[src/rtl/uart_rx_fifo.sv]
// 8N1 UART receiver feeding a first-word-fall-through FIFO with a valid/ready read port.
// Framing errors and overruns are kept as sticky flags until cleared.
module uart_rx_fifo #(
   parameter int CLKS_PER_BIT = 217,
   parameter int FIFO_ADDR_W  = 3
) (
   input  logic                   i_Clock,
   input  logic                   i_Reset,
   input  logic                   i_RX_Serial,
   output logic [7:0]             o_RX_Byte,
   output logic                   o_RX_Valid,
   input  logic                   i_RX_Ready,
   output logic [FIFO_ADDR_W:0]   o_Count,
   output logic                   o_Frame_Err,
   output logic                   o_Overrun,
   input  logic                   i_Clear_Err
);

   localparam int CNT_W = $clog2(CLKS_PER_BIT);
   localparam int DEPTH = 1 << FIFO_ADDR_W;
   localparam logic [CNT_W-1:0]     HALF_CNT = CNT_W'((CLKS_PER_BIT - 1) / 2);
   localparam logic [CNT_W-1:0]     LAST_CNT = CNT_W'(CLKS_PER_BIT - 1);
   localparam logic [FIFO_ADDR_W:0] FULL_CNT = (FIFO_ADDR_W + 1)'(DEPTH);

   typedef enum logic [2:0] {
      S_IDLE,
      S_START,
      S_DATA,
      S_STOP,
      S_BREAK
   } state_t;

   logic                   r_Sync1;
   logic                   r_Sync2;
   logic                   w_RX;

   state_t                 r_State;
   state_t                 w_State_Next;
   logic [CNT_W-1:0]       r_Clk_Cnt;
   logic [CNT_W-1:0]       w_Cnt_Next;
   logic [2:0]             r_Bit_Idx;
   logic [2:0]             w_Idx_Next;
   logic [7:0]             r_Shift;
   logic [7:0]             w_Shift_Next;
   logic                   w_Good_Stop;
   logic                   w_Bad_Stop;
   logic                   r_Push_Pend;

   logic [7:0]             r_Mem [DEPTH];
   logic [FIFO_ADDR_W-1:0] r_Wr_Ptr;
   logic [FIFO_ADDR_W-1:0] r_Rd_Ptr;
   logic [FIFO_ADDR_W-1:0] w_Rd_Next;
   logic [FIFO_ADDR_W:0]   r_Count;
   logic [FIFO_ADDR_W:0]   w_Count_Next;
   logic [7:0]             r_Head;
   logic [7:0]             w_Head_Next;
   logic                   r_Valid;
   logic                   w_Pop;
   logic                   w_Full;
   logic                   w_Push;
   logic                   w_Drop;
   logic                   r_Frame_Err;
   logic                   r_Overrun;

   // Idle-high reset values keep a reset from looking like a start bit.
   always_ff @(posedge i_Clock or posedge i_Reset) begin
      if (i_Reset) begin
         r_Sync1 <= 1'b1;
         r_Sync2 <= 1'b1;
      end else begin
         r_Sync1 <= i_RX_Serial;
         r_Sync2 <= r_Sync1;
      end
   end

   assign w_RX = r_Sync2;

   always_ff @(posedge i_Clock or posedge i_Reset) begin
      if (i_Reset) begin
         r_State     <= S_IDLE;
         r_Clk_Cnt   <= '0;
         r_Bit_Idx   <= '0;
         r_Shift     <= '0;
         r_Push_Pend <= 1'b0;
      end else begin
         r_State     <= w_State_Next;
         r_Clk_Cnt   <= w_Cnt_Next;
         r_Bit_Idx   <= w_Idx_Next;
         r_Shift     <= w_Shift_Next;
         r_Push_Pend <= w_Good_Stop;
      end
   end

   always_comb begin
      w_State_Next = r_State;
      w_Cnt_Next   = r_Clk_Cnt + 1'b1;
      w_Idx_Next   = r_Bit_Idx;
      w_Shift_Next = r_Shift;
      w_Good_Stop  = 1'b0;
      w_Bad_Stop   = 1'b0;
      case (r_State)
         S_IDLE: begin
            w_Cnt_Next = '0;
            if (!w_RX) begin
               w_State_Next = S_START;
            end
         end
         S_START: begin
            if (r_Clk_Cnt == HALF_CNT) begin
               w_Cnt_Next = '0;
               w_Idx_Next = '0;
               w_State_Next = w_RX ? S_IDLE : S_DATA;
            end
         end
         S_DATA: begin
            if (r_Clk_Cnt == LAST_CNT) begin
               w_Cnt_Next = '0;
               w_Shift_Next[r_Bit_Idx] = w_RX;
               if (r_Bit_Idx == 3'd7) begin
                  w_State_Next = S_STOP;
               end else begin
                  w_Idx_Next = r_Bit_Idx + 1'b1;
               end
            end
         end
         S_STOP: begin
            if (r_Clk_Cnt == LAST_CNT) begin
               w_Cnt_Next = '0;
               if (w_RX) begin
                  w_Good_Stop  = 1'b1;
                  w_State_Next = S_IDLE;
               end else begin
                  w_Bad_Stop   = 1'b1;
                  w_State_Next = S_BREAK;
               end
            end
         end
         S_BREAK: begin
            w_Cnt_Next = '0;
            if (w_RX) begin
               w_State_Next = S_IDLE;
            end
         end
         default: begin
            w_Cnt_Next   = '0;
            w_State_Next = S_IDLE;
         end
      endcase
   end

   // A push into a full FIFO is still taken when the head is popped in the same cycle.
   assign w_Pop  = r_Valid && i_RX_Ready;
   assign w_Full = (r_Count == FULL_CNT);
   assign w_Push = r_Push_Pend && (!w_Full || w_Pop);
   assign w_Drop = r_Push_Pend && w_Full && !w_Pop;
   assign w_Rd_Next = w_Pop ? r_Rd_Ptr + 1'b1 : r_Rd_Ptr;

   always_comb begin
      w_Count_Next = r_Count;
      if (w_Push && !w_Pop) begin
         w_Count_Next = r_Count + 1'b1;
      end else if (w_Pop && !w_Push) begin
         w_Count_Next = r_Count - 1'b1;
      end
   end

   // The head register bypasses memory when the new head is the byte being written now.
   always_comb begin
      w_Head_Next = r_Head;
      if (w_Count_Next != '0) begin
         if (w_Push && (w_Rd_Next == r_Wr_Ptr)) begin
            w_Head_Next = r_Shift;
         end else begin
            w_Head_Next = r_Mem[w_Rd_Next];
         end
      end
   end

   always_ff @(posedge i_Clock) begin
      if (w_Push) begin
         r_Mem[r_Wr_Ptr] <= r_Shift;
      end
   end

   always_ff @(posedge i_Clock or posedge i_Reset) begin
      if (i_Reset) begin
         r_Wr_Ptr <= '0;
         r_Rd_Ptr <= '0;
         r_Count  <= '0;
         r_Head   <= '0;
         r_Valid  <= 1'b0;
      end else begin
         if (w_Push) begin
            r_Wr_Ptr <= r_Wr_Ptr + 1'b1;
         end
         r_Rd_Ptr <= w_Rd_Next;
         r_Count  <= w_Count_Next;
         r_Head   <= w_Head_Next;
         r_Valid  <= (w_Count_Next != '0);
      end
   end

   // A set event in the same cycle as a clear wins.
   always_ff @(posedge i_Clock or posedge i_Reset) begin
      if (i_Reset) begin
         r_Frame_Err <= 1'b0;
         r_Overrun   <= 1'b0;
      end else begin
         if (w_Bad_Stop) begin
            r_Frame_Err <= 1'b1;
         end else if (i_Clear_Err) begin
            r_Frame_Err <= 1'b0;
         end
         if (w_Drop) begin
            r_Overrun <= 1'b1;
         end else if (i_Clear_Err) begin
            r_Overrun <= 1'b0;
         end
      end
   end

   assign o_RX_Byte   = r_Head;
   assign o_RX_Valid  = r_Valid;
   assign o_Count     = r_Count;
   assign o_Frame_Err = r_Frame_Err;
   assign o_Overrun   = r_Overrun;

endmodule

[config.mk]
export PLATFORM = sky130hd
export DESIGN_NAME = uart_rx_fifo
export DESIGN_NICKNAME = d
export VERILOG_FILES = /design/src/rtl/uart_rx_fifo.sv
export SDC_FILE = /design/constraint.sdc
export NUM_CORES = 1
export LEC_CHECK = 0
export BUFFER_PORTS_ARGS = -buffer_cell sky130_fd_sc_hd__buf_2
export CAP_MARGIN = 25
export CORE_MARGIN = 2
export CORE_UTILIZATION = 35
export DETAILED_ROUTE_END_ITERATION = 8
export SYNTH_ARGS = -nofsm -noshare
export SYNTH_HDL_FRONTEND = slang
export SYNTH_SLANG_ARGS = --single-unit
[constraint.sdc]
create_clock -name i_Clock -period 2.45 [get_ports i_Clock]
set_clock_uncertainty 0.05 [all_clocks]
set_input_delay 0.1225 -clock i_Clock [delete_from_list [all_inputs] [get_ports i_Clock]]
set_output_delay 0.1225 -clock i_Clock [all_outputs]
set_load 0.03 [all_outputs]
==> impl_results.md, run 1 <==
- Status: finished clean
- Clock power frac: 33.6%
- Number of DRC markers in iteration 0: 207
- FF-to-FF path depth: 7
- Sequential area share after synthesis: 64.6%
- Worst slew pin tran: 0.452 ns
- Worst Hold Depth: 4
- Leakage: 2.41 nW
- Crit share post-route: 93.4%
- Levels on crit path: 7
- Post-DP Area: 0.00516 mm²
- Slew margin rel.: 69.6%
- Num rows: 42
- CTS tree: yes
- Mean Syn Cell Area: 15.1 µm²
- Fmax: 437 MHz
- Critical path peak fanout: 7
- Reg2Reg Setup Slack: 0.16 ns
- Unrepaired setup endpoints after global routing: false
- Final Cell Area: 0.00555 mm²
- CP max stage cell: mux4_1
- Post-synth top area cell: edfxtp_1
- Die height: 121 µm
- Final min period: 2.29 ns
- Register share of total power: 43.3%
- ANT cells: 0
- WL per Instance: 16.1 µm
- GP Congestion: 0.728
- Mapped cell area: 0.00476 mm²
- Prevailing post-synth register cell: edfxtp_1
- Port bufs: 19
- Final wirelength: 8660 µm
- Synthesized Nets: 330
- Crit. End Element: register
- Total vias in the final route: 2653
- Post-synthesis to final-layout area growth: 16.6%
- Max clock buf depth: 2
- GRT Util Overall: 13.0%
- Die X: 121 µm
- Reg-to-Reg End: o_RX_Byte[5]
- Gate Count Post-Synth: 316
- Vias/cell: 4.93
- Post-synth cell types: 47
- Sw Pwr: 1.36 mW
- TritonCTS Buffers: 9
- FF/Latch Area: 0.00308 mm²
- Initial core utilization: 36.0%
- Internal power: 3.51 mW
- Max-Cap Viols: 0
- First-pass GRT wire length: 14500 µm
- CP Buf/Inv Count: 1
- Largest stage delay, worst path: 0.59 ns
- Vias in the first global route: 2703
- Peak VDD IR: 401 µV
- Final Hold Fails: 0
- Power share of the combinational group: 23.2%
- Yosys warns: 0
- Critical Path, Cell by Cell: and2_4, xnor2_4, buf_6, mux4_1, mux2_2, mux2i_1, o21ai_0
- Sw Share: 27.9%
- Hold crit path type: in -> reg
- # fillers: 1230
- FF+latch count, synth: 110
- Delay-heaviest family, CP: multiplexers
- Core area: 0.0132 mm²
- Root Buffer: clkbuf_16
- Grt ovf: 0
- CTS H-Tree Depth: 3
- Commonest cells post-synth: 64 x edfxtp_1, 44 x dfrtp_1, 23 x nand2_1
- Initial antenna violation count: 0
- Area occupied by multi-input gates: 0.00157 mm²
- Top-area cell type share of the netlist area: 40.4%
- Clk slew on worst S/H paths: 0.07 ns
- Post-DP HPWL: 5940 µm
- Slew Limit Fails: 0
- Pre-antenna DRT Iters: 4
- Post-route DRC: 0
- Crit path arrival time: 2.46 ns
- Num ports: 20
- Share of layout cells above drive strength 1: 25.4%
- CP required: 2.62 ns
- Pwr dens: 876 mW/mm²
- Largest net degree at the start of global routing: 47
- Die ar.: 0.0146 mm²
- Post-DRT Antenna Nets: 0
- Final total negative setup slack: 0 ns
- Clk_lat worst skew: 0.35 ns
- Count leader, synth: edfxtp_1
- CP Launch Type: register
- Post-synth ARST share: 41.8%
- FF-to-FF Start: o_RX_Valid
- Final setup viols: 0
- Crit path capture: o_RX_Byte[5]
- Clock sinks: 110
- Critical path type: reg -> reg
- CP Launch Point: o_RX_Valid
- Area contributors post-synth: edfxtp_1 40%, dfrtp_1 23%, mux4_1 4.4%, mux2_2 4.0%, mux4_2 3.8%
- EDFF count, synth: 64
- Post-layout nets: 371
- Fin util: 41.9%
[per-stage QoR]
| step | power, mW | hold slack [ns] | cells | worst slack, ns |
|---|---|---|---|---|
| global placement | 3.25 | 0.186 | 518 | 0.143 |
| CTS | 4.90 | 0.00769 | 536 | 0.119 |
| detailed placement | 3.27 | 0.188 | 518 | 0.131 |
| floorplan | 2.94 | 0.0770 | 316 | 0.0119 |
| finish | 4.86 | 0.155 | 538 | 0.161 |
| global route | 5.09 | 0.168 | 538 | 0.0168 |
[worst min path at each step]
stage                     slack, ns           end   startpoint
after floorplan                0.08       r_Sync1  i_RX_Serial
after global placement         0.19       r_Sync1  i_RX_Serial
after detailed placement       0.19       r_Sync1  i_RX_Serial
after CTS                     0.008   o_Frame_Err      i_Reset
after global routing           0.17  r_Clk_Cnt[6]      i_Reset
final                          0.16     o_Overrun   i_RX_Ready
[worst reg2reg max path: cells and delay by family, from the launching register on]
| family | cells | cell delay, ns |
|---|---|---|
| AO/OA/AOI/OAI | 1 | 0.08 |
| buffers and inverters | 1 | 0.19 |
| flip-flops | 1 | 0.44 |
| XOR/XNOR | 1 | 0.21 |
| multiplexers | 3 | 0.99 |
| AND/OR/NAND/NOR | 1 | 0.21 |
[cell families (layout without fill, tap and decap cells)]
kind of cell / count (synthesis) / after routing / share of synthesized area [%]
AO/OA/AOI/OAI: 28 / 28 / 3.52
XOR/XNOR: 16 / 16 / 3.34
adder cells (fa/ha/maj): 9 / 9 / 2.37
buffers and inverters: 26 / 72 / 2.79
flip-flops: 110 / 110 / 64.6
multiplexers: 43 / 43 / 14.4
AND/OR/NAND/NOR: 84 / 84 / 8.99
[flip-flops by register name (all words and copies together) (netlist names), 3 cells and up]
signal     flops
r_Clk_Cnt      8
r_Shift        8
r_Wr_Ptr       3
o_RX_Byte      8
r_Rd_Ptr       3
r_Bit_Idx      3
r_Mem         64
r_State        3
o_Count        4
[power by group through the flow]
stage / registers (mW) / logic, mW / clock network [mW]
final: 2.10 / 1.13 / 1.63
after detailed placement: 2.14 / 1.13 / 0
after CTS: 2.11 / 1.13 / 1.66
after global placement: 2.14 / 1.11 / 0
after floorplan: 2.20 / 0.738 / 0
after global routing: 2.12 / 1.21 / 1.75
[timing repair]
action	in CTS	in global routing
buffers inserted	0	0
hold buffers	2	1
endpoints found under the hold margin	3	44
setup endpoints to repair	0	5
gates resized for setup	0	2
[cell type report]
type	count	share of cell area (%)
clock buffer	9	4.06
clock inverter	7	2.03
inverter	16	1.08
multi-input combinational	180	28.3
sequential	110	55.4
tap	176	3.97
timing repair buffer	40	5.21
[layer usage]
metal,vias up,part of all wire (%),GRT usage [%]
met2,39,49,21.0
met3,10,3.1,3.02
met1,1339,47,16.9
met5,-,0,0
met4,0,1.4,5.74
li1,1265,-,-
[placed cells by master (no fill, tap or decap), types with 3 or more instances in the layout]
master         count
clkinv_2           3
mux2i_1            9
edfxtp_1          64
mux4_1             8
ha_1               9
nand2b_1           4
nand3_1           12
nand4_1            5
buf_4             15
xnor2_1            8
buf_2             19
mux4_2             8
nor2_1            19
dfrtp_1           43
dlygate4sd3_1      3
a21oi_1            4
nor3_1             8
mux2_2            17
bufinv_16          3
o21ai_0           12
inv_1             14
clkbuf_16          9
xor2_1             7
nand2_1           23
(Power assumes the default switching activity.)
==> run 2: changes to the inputs <==
ABC_AREA = 1   (was default)
==> run 2 against run 1 <==
Compared with the run above:
- clock power down 11%
- critical path type unchanged
- register-to-register slack better by 0.20 ns
- design area up 4.5%
- highest routed layer unchanged
- critical path depth up 1
- routed wire length up 30%
- sequential share of layout area down 2.4 points
==> impl_results.md, run 2 <==
- Largest net degree at the start of global routing: 47 (unchanged)
- First-pass GRT wire length: 18700 µm (was 14500 µm)
- Num ports: 20 (unchanged)
- Final wirelength: 11200 µm (was 8660 µm)
- Area contributors post-synth: edfxtp_1 38%, dfrtp_1 22%, nand2_1 10%, nand3_1 8.0%, inv_1 3.7% (was edfxtp_1 40%, dfrtp_1 23%, mux4_1 4.4%, mux2_2 4.0%, mux4_2 3.8%)
- Final Hold Fails: 0 (unchanged)
- TritonCTS Buffers: 9 (unchanged)
- Critical path type: reg -> reg (unchanged)
- Final min period: 2.08 ns (was 2.29 ns)
- CTS tree: yes (unchanged)
- CP max stage cell: dfrtp_1 (was mux4_1)
- Number of DRC markers in iteration 0: 340 (was 207)
- Post-Place Cells: 720 (was 518)
- Count leader, synth: nand2_1 (was edfxtp_1)
- Port bufs: 19 (unchanged)
- CP Launch Point: o_Count[0] (was o_RX_Valid)
- Root Buffer: clkbuf_16 (unchanged)
- Vias/cell: 4.95 (was 4.93)
- Pwr dens: 974 mW/mm² (was 876 mW/mm²)
- Slew margin rel.: 70.4% (was 69.6%)
- EDFF count, synth: 64 (unchanged)
- Initial core utilization: 35.5% (was 36.0%)
- Peak VDD IR: 390 µV (was 401 µV)
- WL per Instance: 15.2 µm (was 16.1 µm)
- Core area: 0.0144 mm² (was 0.0132 mm²)
- CP Launch Type: register (unchanged)
- Top-area cell type share of the netlist area: 37.6% (was 40.4%)
- Largest stage delay, worst path: 0.42 ns (was 0.59 ns)
- Hold crit path type: in -> async (was in -> reg)
- FF-to-FF path depth: 8 (was 7)
- Commonest non-fill, non-tap cell in the layout: nand2_1 (was edfxtp_1)
- Max-Cap Viols: 0 (unchanged)
- Hold buffer count at cts: 3 (was 2)
- Initial antenna violation count: 0 (unchanged)
- CP required: 2.45 ns (was 2.62 ns)
- Post-route DRC: 0 (unchanged)
- Die height: 125 µm (was 121 µm)
- Mapped cell area: 0.00511 mm² (was 0.00476 mm²)
- Prevailing post-synth register cell: edfxtp_1 (unchanged)
- Pre-antenna DRT Iters: 5 (was 4)
- Status: finished clean (unchanged)
- Post CTS Setup Buffer Count: 0 (unchanged)
- Post-synthesis to final-layout area growth: 13.4% (was 16.6%)
- Fmax: 480 MHz (was 437 MHz)
- # fillers: 1428 (was 1230)
- Critical path peak fanout: 6 (was 7)
- CP Buf/Inv Count: 2 (was 1)
- Reg-to-Reg End: r_Mem[3][3] (was o_RX_Byte[5])
- Gate Count Post-Synth: 516 (was 316)
- Post-DRT Antenna Nets: 0 (unchanged)
- Delay-heaviest family, CP: simple AND/OR/NAND/NOR gates (was multiplexers)
- Synthesized Nets: 530 (was 330)
- Post-synth cell types: 33 (was 47)
- Crit. End Element: register (unchanged)
- Post-synth ARST share: 41.8% (unchanged)
- Post-layout nets: 565 (was 371)
- Reg2Reg Setup Slack: 0.37 ns (was 0.16 ns)
- Die X: 125 µm (was 121 µm)
- Clk slew on worst S/H paths: 0.08 ns (was 0.07 ns)
- Max reg flops: 64 (unchanged)
- Mean Syn Cell Area: 9.91 µm² (was 15.1 µm²)
- Slew Limit Fails: 0 (unchanged)
- Post-synth top area cell: edfxtp_1 (unchanged)
- Post-CTS sizing: 0 (unchanged)
- Levels on crit path: 8 (was 7)
- Crit path capture: r_Mem[3][3] (was o_RX_Byte[5])
- ANT cells: 0 (unchanged)
- Finished Layout Cells: 740 (was 538)
- Die ar.: 0.0156 mm² (was 0.0146 mm²)
- Total vias in the final route: 3661 (was 2653)
- Share of layout cells above drive strength 1: 14.0% (was 25.4%)
- Crit path arrival time: 2.09 ns (was 2.46 ns)
- Most frequent cells in the layout: 136 x nand2_1, 82 x nand3_1, 64 x edfxtp_1, 49 x inv_1, 44 x dfrtp_1 (was 64 x edfxtp_1, 43 x dfrtp_1, 23 x nand2_1, 19 x nor2_1, 19 x buf_2)
- Sequential area share after synthesis: 60.1% (was 64.6%)
- Clock sinks: 110 (unchanged)
- GRT Util Overall: 15.1% (was 13.0%)
- Grt ovf: 0 (unchanged)
- Unrepaired setup endpoints after global routing: false (unchanged)
- Final setup viols: 0 (unchanged)
- Commonest cells post-synth: 136 x nand2_1, 82 x nand3_1, 64 x edfxtp_1 (was 64 x edfxtp_1, 44 x dfrtp_1, 23 x nand2_1)
- GP Congestion: 0.847 (was 0.728)
- Clk_lat worst skew: 0.34 ns (was 0.35 ns)
- FF+latch count, synth: 110 (unchanged)
- FF-to-FF Start: o_Count[0] (was o_RX_Valid)
- Leakage: 2.57 nW (was 2.41 nW)
- Worst slew pin tran: 0.442 ns (was 0.452 ns)
- Post-DP HPWL: 7930 µm (was 5940 µm)
- Top reg by flops: r_Mem (unchanged)
- Final total negative setup slack: 0 ns (unchanged)
- Yosys warns: 0 (unchanged)
- Vias in the first global route: 3642 (was 2703)
- Num rows: 44 (was 42)
- CTS H-Tree Depth: 3 (unchanged)
- Critical Path, Cell by Cell: inv_1, ha_1, nand3_2, nor2_2, nor2_4, nand2_1, nor2_1, buf_4 (was and2_4, xnor2_4, buf_6, mux4_1, mux2_2, mux2i_1, o21ai_0)
- Crit share post-route: 85.1% (was 93.4%)
- Max clock buf depth: 2 (unchanged)
-- run 2: cell count changes in the layout (fill, tap and decap cells not counted), moves of 5 or more --
cell,before,now
nor3_1,8,3
inv_1,14,49
nand3b_1,2,9
mux2_2,17,0
mux2i_1,9,0
nor2_1,19,32
nand3_1,12,82
nand2_2,0,7
mux4_1,8,0
xnor2_1,8,2
o21ai_0,12,19
mux4_2,8,0
nand4_1,5,13
nand2_1,23,136
-- run 2: where the power goes --
group	switching, mW	internal (mW)	total [mW]
clock network	0.659	0.796	1.45
logic	1.40	0.600	2.00
registers	0.125	2.07	2.19
-- run 2: cells by family after synthesis --
family	synth area share (%)
AO/OA/AOI/OAI	2.72
XOR/XNOR	1.54
adder cells (fa/ha/maj)	2.20
buffers and inverters	5.46
flip-flops	60.1
AND/OR/NAND/NOR	27.9
-- run 2: worst reg2reg max path, delay by kind of cell, from the launching register on --
kind	cells	cell delay [ns]
DFF	1	0.42
and+or+nand+nor	5	0.75
buffers and inverters	2	0.36
adders and majority gates	1	0.23
-- run 2: how the worst min path moves through the flow --
stage	start	endpoint	slack, ns	cells after the start
after global routing	i_Reset	o_Frame_Err	0.25	3
final	i_Reset	o_RX_Valid	0.23	3
after global placement	i_RX_Serial	r_Sync1	0.18	1
after detailed placement	i_RX_Serial	r_Sync1	0.18	1
after floorplan	i_RX_Serial	r_Sync1	0.08	0
after CTS	i_RX_Ready	r_Rd_Ptr[1]	0.25	3
-- run 2: final cells by class --
type,instances,area (µm²),share of cell area (%)
inverter,54,204,3.52
tap,184,230,3.97
timing repair buffer,35,235,4.06
sequential,110,3080,53.0
multi-input combinational,341,1760,30.3
clock inverter,7,71.3,1.23
clock buffer,9,225,3.88
-- run 2: routing by layer --
layer	share of wire [%]	track usage [%]	wire, µm	up-vias
met1	46	20.1	5130	1799
met4	0.51	5.16	57	0
met3	2.9	1.98	330	2
met2	51	25.7	5710	55
met5	0	0	0	-
li1	-	-	-	1805
-- run 2: metrics by stage --
stage	instance area, µm²	hold WS [ns]	setup WS (ns)	utilization, %	total power, mW
after floorplan	5110	0.0770	0.339	-	3.74
after global placement	5450	0.183	0.419	37.8	4.21
after detailed placement	5450	0.183	0.402	37.8	4.25
after CTS	5780	0.251	0.388	40.1	5.72
after global routing	5800	0.255	0.135	40.2	6.01
final	5800	0.230	0.365	40.2	5.65
==> run 3: changes to the inputs <==
ABC_AREA = 0   (was 1)
SLEW_MARGIN = 10   (was default)
==> run 3 against run 2 <==
Compared with the run above:
- critical path depth decreased by 1
- register-to-register slack worse by 0.21 ns
- sequential cell count stayed put
- total power shrank 14%
- final cell count is 27% lower
- fmax fell by 9.1%
- global-route usage is 2.1 points lower
- utilization rose by 1.7 points
- routed wire length fell by 23%
- first-iteration DRC count decreased by 46%
==> impl_results.md, run 3 (same netlist as run 1, synthesis figures left out) <==
- ANT cells: 0 (unchanged)
- Slew margin rel.: 69.6% (was 70.4%)
- Clock sinks: 110 (unchanged)
- Crit. End Element: register (unchanged)
- Post CTS Setup Buffer Count: 0 (unchanged)
- Fmax: 436 MHz (was 480 MHz)
- CP Launch Point: o_RX_Valid (was o_Count[0])
- Pre-antenna DRT Iters: 4 (was 5)
- GRT Util Overall: 13.0% (was 15.1%)
- Register share of total power: 43.3% (was 38.8%)
- Reg2Reg Setup Slack: 0.16 ns (was 0.37 ns)
- GP Congestion: 0.728 (was 0.847)
- Core area: 0.0132 mm² (was 0.0144 mm²)
- Reg-to-Reg End: o_RX_Byte[5] (was r_Mem[3][3])
- Peak VDD IR: 401 µV (was 390 µV)
- Sw Pwr: 1.35 mW (was 2.19 mW)
- Die X: 121 µm (was 125 µm)
- Root Buffer: clkbuf_16 (unchanged)
- Number of DRC markers in iteration 0: 184 (was 340)
- Crit path arrival time: 2.46 ns (was 2.09 ns)
- Min Hold Slack: 0.149 ns (was 0.230 ns)
- Post-layout nets: 371 (was 565)
- Largest net degree at the start of global routing: 47 (unchanged)
- Num rows: 42 (was 44)
- Finished Layout Cells: 538 (was 740)
- Clk_lat worst skew: 0.35 ns (was 0.34 ns)
- CP required: 2.62 ns (was 2.45 ns)
- Share of layout cells above drive strength 1: 25.4% (was 14.0%)
- Die height: 121 µm (was 125 µm)
- FF-to-FF path depth: 7 (was 8)
- Crit path capture: o_RX_Byte[5] (was r_Mem[3][3])
- Final Hold Fails: 0 (unchanged)
- Critical path peak fanout: 7 (was 6)
- Post-DP HPWL: 5940 µm (was 7930 µm)
- Post-Place Cells: 518 (was 720)
- Post-synthesis to final-layout area growth: 16.6% (was 13.4%)
- Final setup viols: 0 (unchanged)
- Worst Hold Depth: 4
- Commonest non-fill, non-tap cell in the layout: edfxtp_1 (was nand2_1)
- Total power: 4.86 mW (was 5.65 mW)
- Internal power: 3.51 mW (was 3.46 mW)
- Worst slew pin tran: 0.452 ns (was 0.442 ns)
- Hold crit path type: in -> reg (was in -> async)
- Grt ovf: 0 (unchanged)
- Vias/cell: 4.91 (was 4.95)
- Clk slew on worst S/H paths: 0.07 ns (was 0.08 ns)
- Unrepaired setup endpoints after global routing: false (unchanged)
- Max clock buf depth: 2 (unchanged)
- Max-Cap Viols: 0 (unchanged)
- Slew Limit Fails: 0 (unchanged)
- Clock power frac: 33.6% (was 25.7%)
- Status: finished clean (unchanged)
- Power share of the combinational group: 23.1% (was 35.4%)
- WL per Instance: 16.0 µm (was 15.2 µm)
- Vias in the first global route: 2703 (was 3642)
- Initial antenna violation count: 0 (unchanged)
- Post-route DRC: 0 (unchanged)
- CTS tree: yes (unchanged)
- Die ar.: 0.0146 mm² (was 0.0156 mm²)
- Total vias in the final route: 2641 (was 3661)
- Max reg flops: 64 (unchanged)
- First-pass GRT wire length: 14500 µm (was 18700 µm)
- Final min period: 2.29 ns (was 2.08 ns)
- Sw Share: 27.8% (was 38.7%)
- Port bufs: 19 (unchanged)
- Post-DP Area: 0.00516 mm² (was 0.00545 mm²)
- TritonCTS Buffers: 9 (unchanged)
- Final total negative setup slack: 0 ns (unchanged)
- Pwr dens: 875 mW/mm² (was 974 mW/mm²)
- Crit share post-route: 93.6% (was 85.1%)
- FF-to-FF Start: o_RX_Valid (was o_Count[0])
- Final wirelength: 8610 µm (was 11200 µm)
- Initial core utilization: 36.0% (was 35.5%)
- Most frequent cells in the layout: 64 x edfxtp_1, 43 x dfrtp_1, 23 x nand2_1, 19 x nor2_1, 19 x buf_2 (was 136 x nand2_1, 82 x nand3_1, 64 x edfxtp_1, 49 x inv_1, 44 x dfrtp_1)
- CP Launch Type: register (unchanged)
- Num ports: 20 (unchanged)
- Final Cell Area: 0.00555 mm² (was 0.00580 mm²)
- Leakage: 2.41 nW (was 2.57 nW)
- Post-DRT Antenna Nets: 0 (unchanged)
- Critical path type: reg -> reg (unchanged)
- Top reg by flops: r_Mem (unchanged)
- CTS H-Tree Depth: 3 (unchanged)
[run 3: cell types whose count changed in the layout (fill, tap and decap cells not counted), moves of 9 or more]
| cell | change |
|---|---|
| inv_1 | -35 |
| nand3_1 | -70 |
| mux2_2 | +17 |
| nand2_1 | -113 |
| mux2i_1 | +9 |
| nor2_1 | -13 |
[run 3: worst max-delay path, cell delays in order (launching register included)]
cell,delay [ns]
dfrtp_2,0.44
and2_4,0.20
xnor2_4,0.21
buf_6,0.19
mux4_1,0.59
mux2_2,0.28
mux2i_1,0.12
o21ai_0,0.08
[run 3: per-layer routing]
layer | vias up | track usage [%] | routed length [µm]
li1 | 1264 | - | -
met1 | 1327 | 16.9 | 3930
met2 | 40 | 21.0 | 4220
met3 | 10 | 3.02 | 316
met4 | 0 | 5.74 | 148
met5 | - | 0 | 0
[run 3: final cells by class]
type	count	area, µm²
clock buffers	9	225
repair buffers	40	289
multi-input cells	180	1570
clock inverters	7	113
inverters	16	60.1
well taps	176	220
flip-flops and latches	110	3080
fillers	1230	7690
[run 3: metrics by stage]
stage / util, % / worst slack [ns]
6_report: 41.9 / 0.157
4_1_cts: 41.6 / 0.119
5_1_grt: 41.9 / 0.0168
2_1_floorplan: - / 0.0119
3_5_place_dp: 38.9 / 0.131
3_3_place_gp: 38.9 / 0.143
[run 3: power groups by stage]
stage          Combinational, mW  Clock [mW]  Sequential [mW]
3_5_place_dp                1.13           0             2.14
6_report                    1.12        1.63             2.10
3_3_place_gp                1.11           0             2.14
4_1_cts                     1.13        1.66             2.11
5_1_grt                     1.21        1.75             2.12
2_1_floorplan              0.738           0             2.20
[run 3: worst min-delay path by stage]
stage                      startpoint          end  slack, ns
after CTS                     i_Reset  o_Frame_Err      0.008
after global routing       i_RX_Ready    o_Overrun       0.18
after floorplan           i_RX_Serial      r_Sync1       0.08
after detailed placement  i_RX_Serial      r_Sync1       0.19
final                      i_RX_Ready    o_Overrun       0.15
after global placement    i_RX_Serial      r_Sync1       0.19
[run 3: timing repair]
item | in CTS | in global routing
setup endpoints to repair | 0 | 5
endpoints found under the hold margin | 3 | 44
hold buffers | 2 | 1
resized for setup | 0 | 2
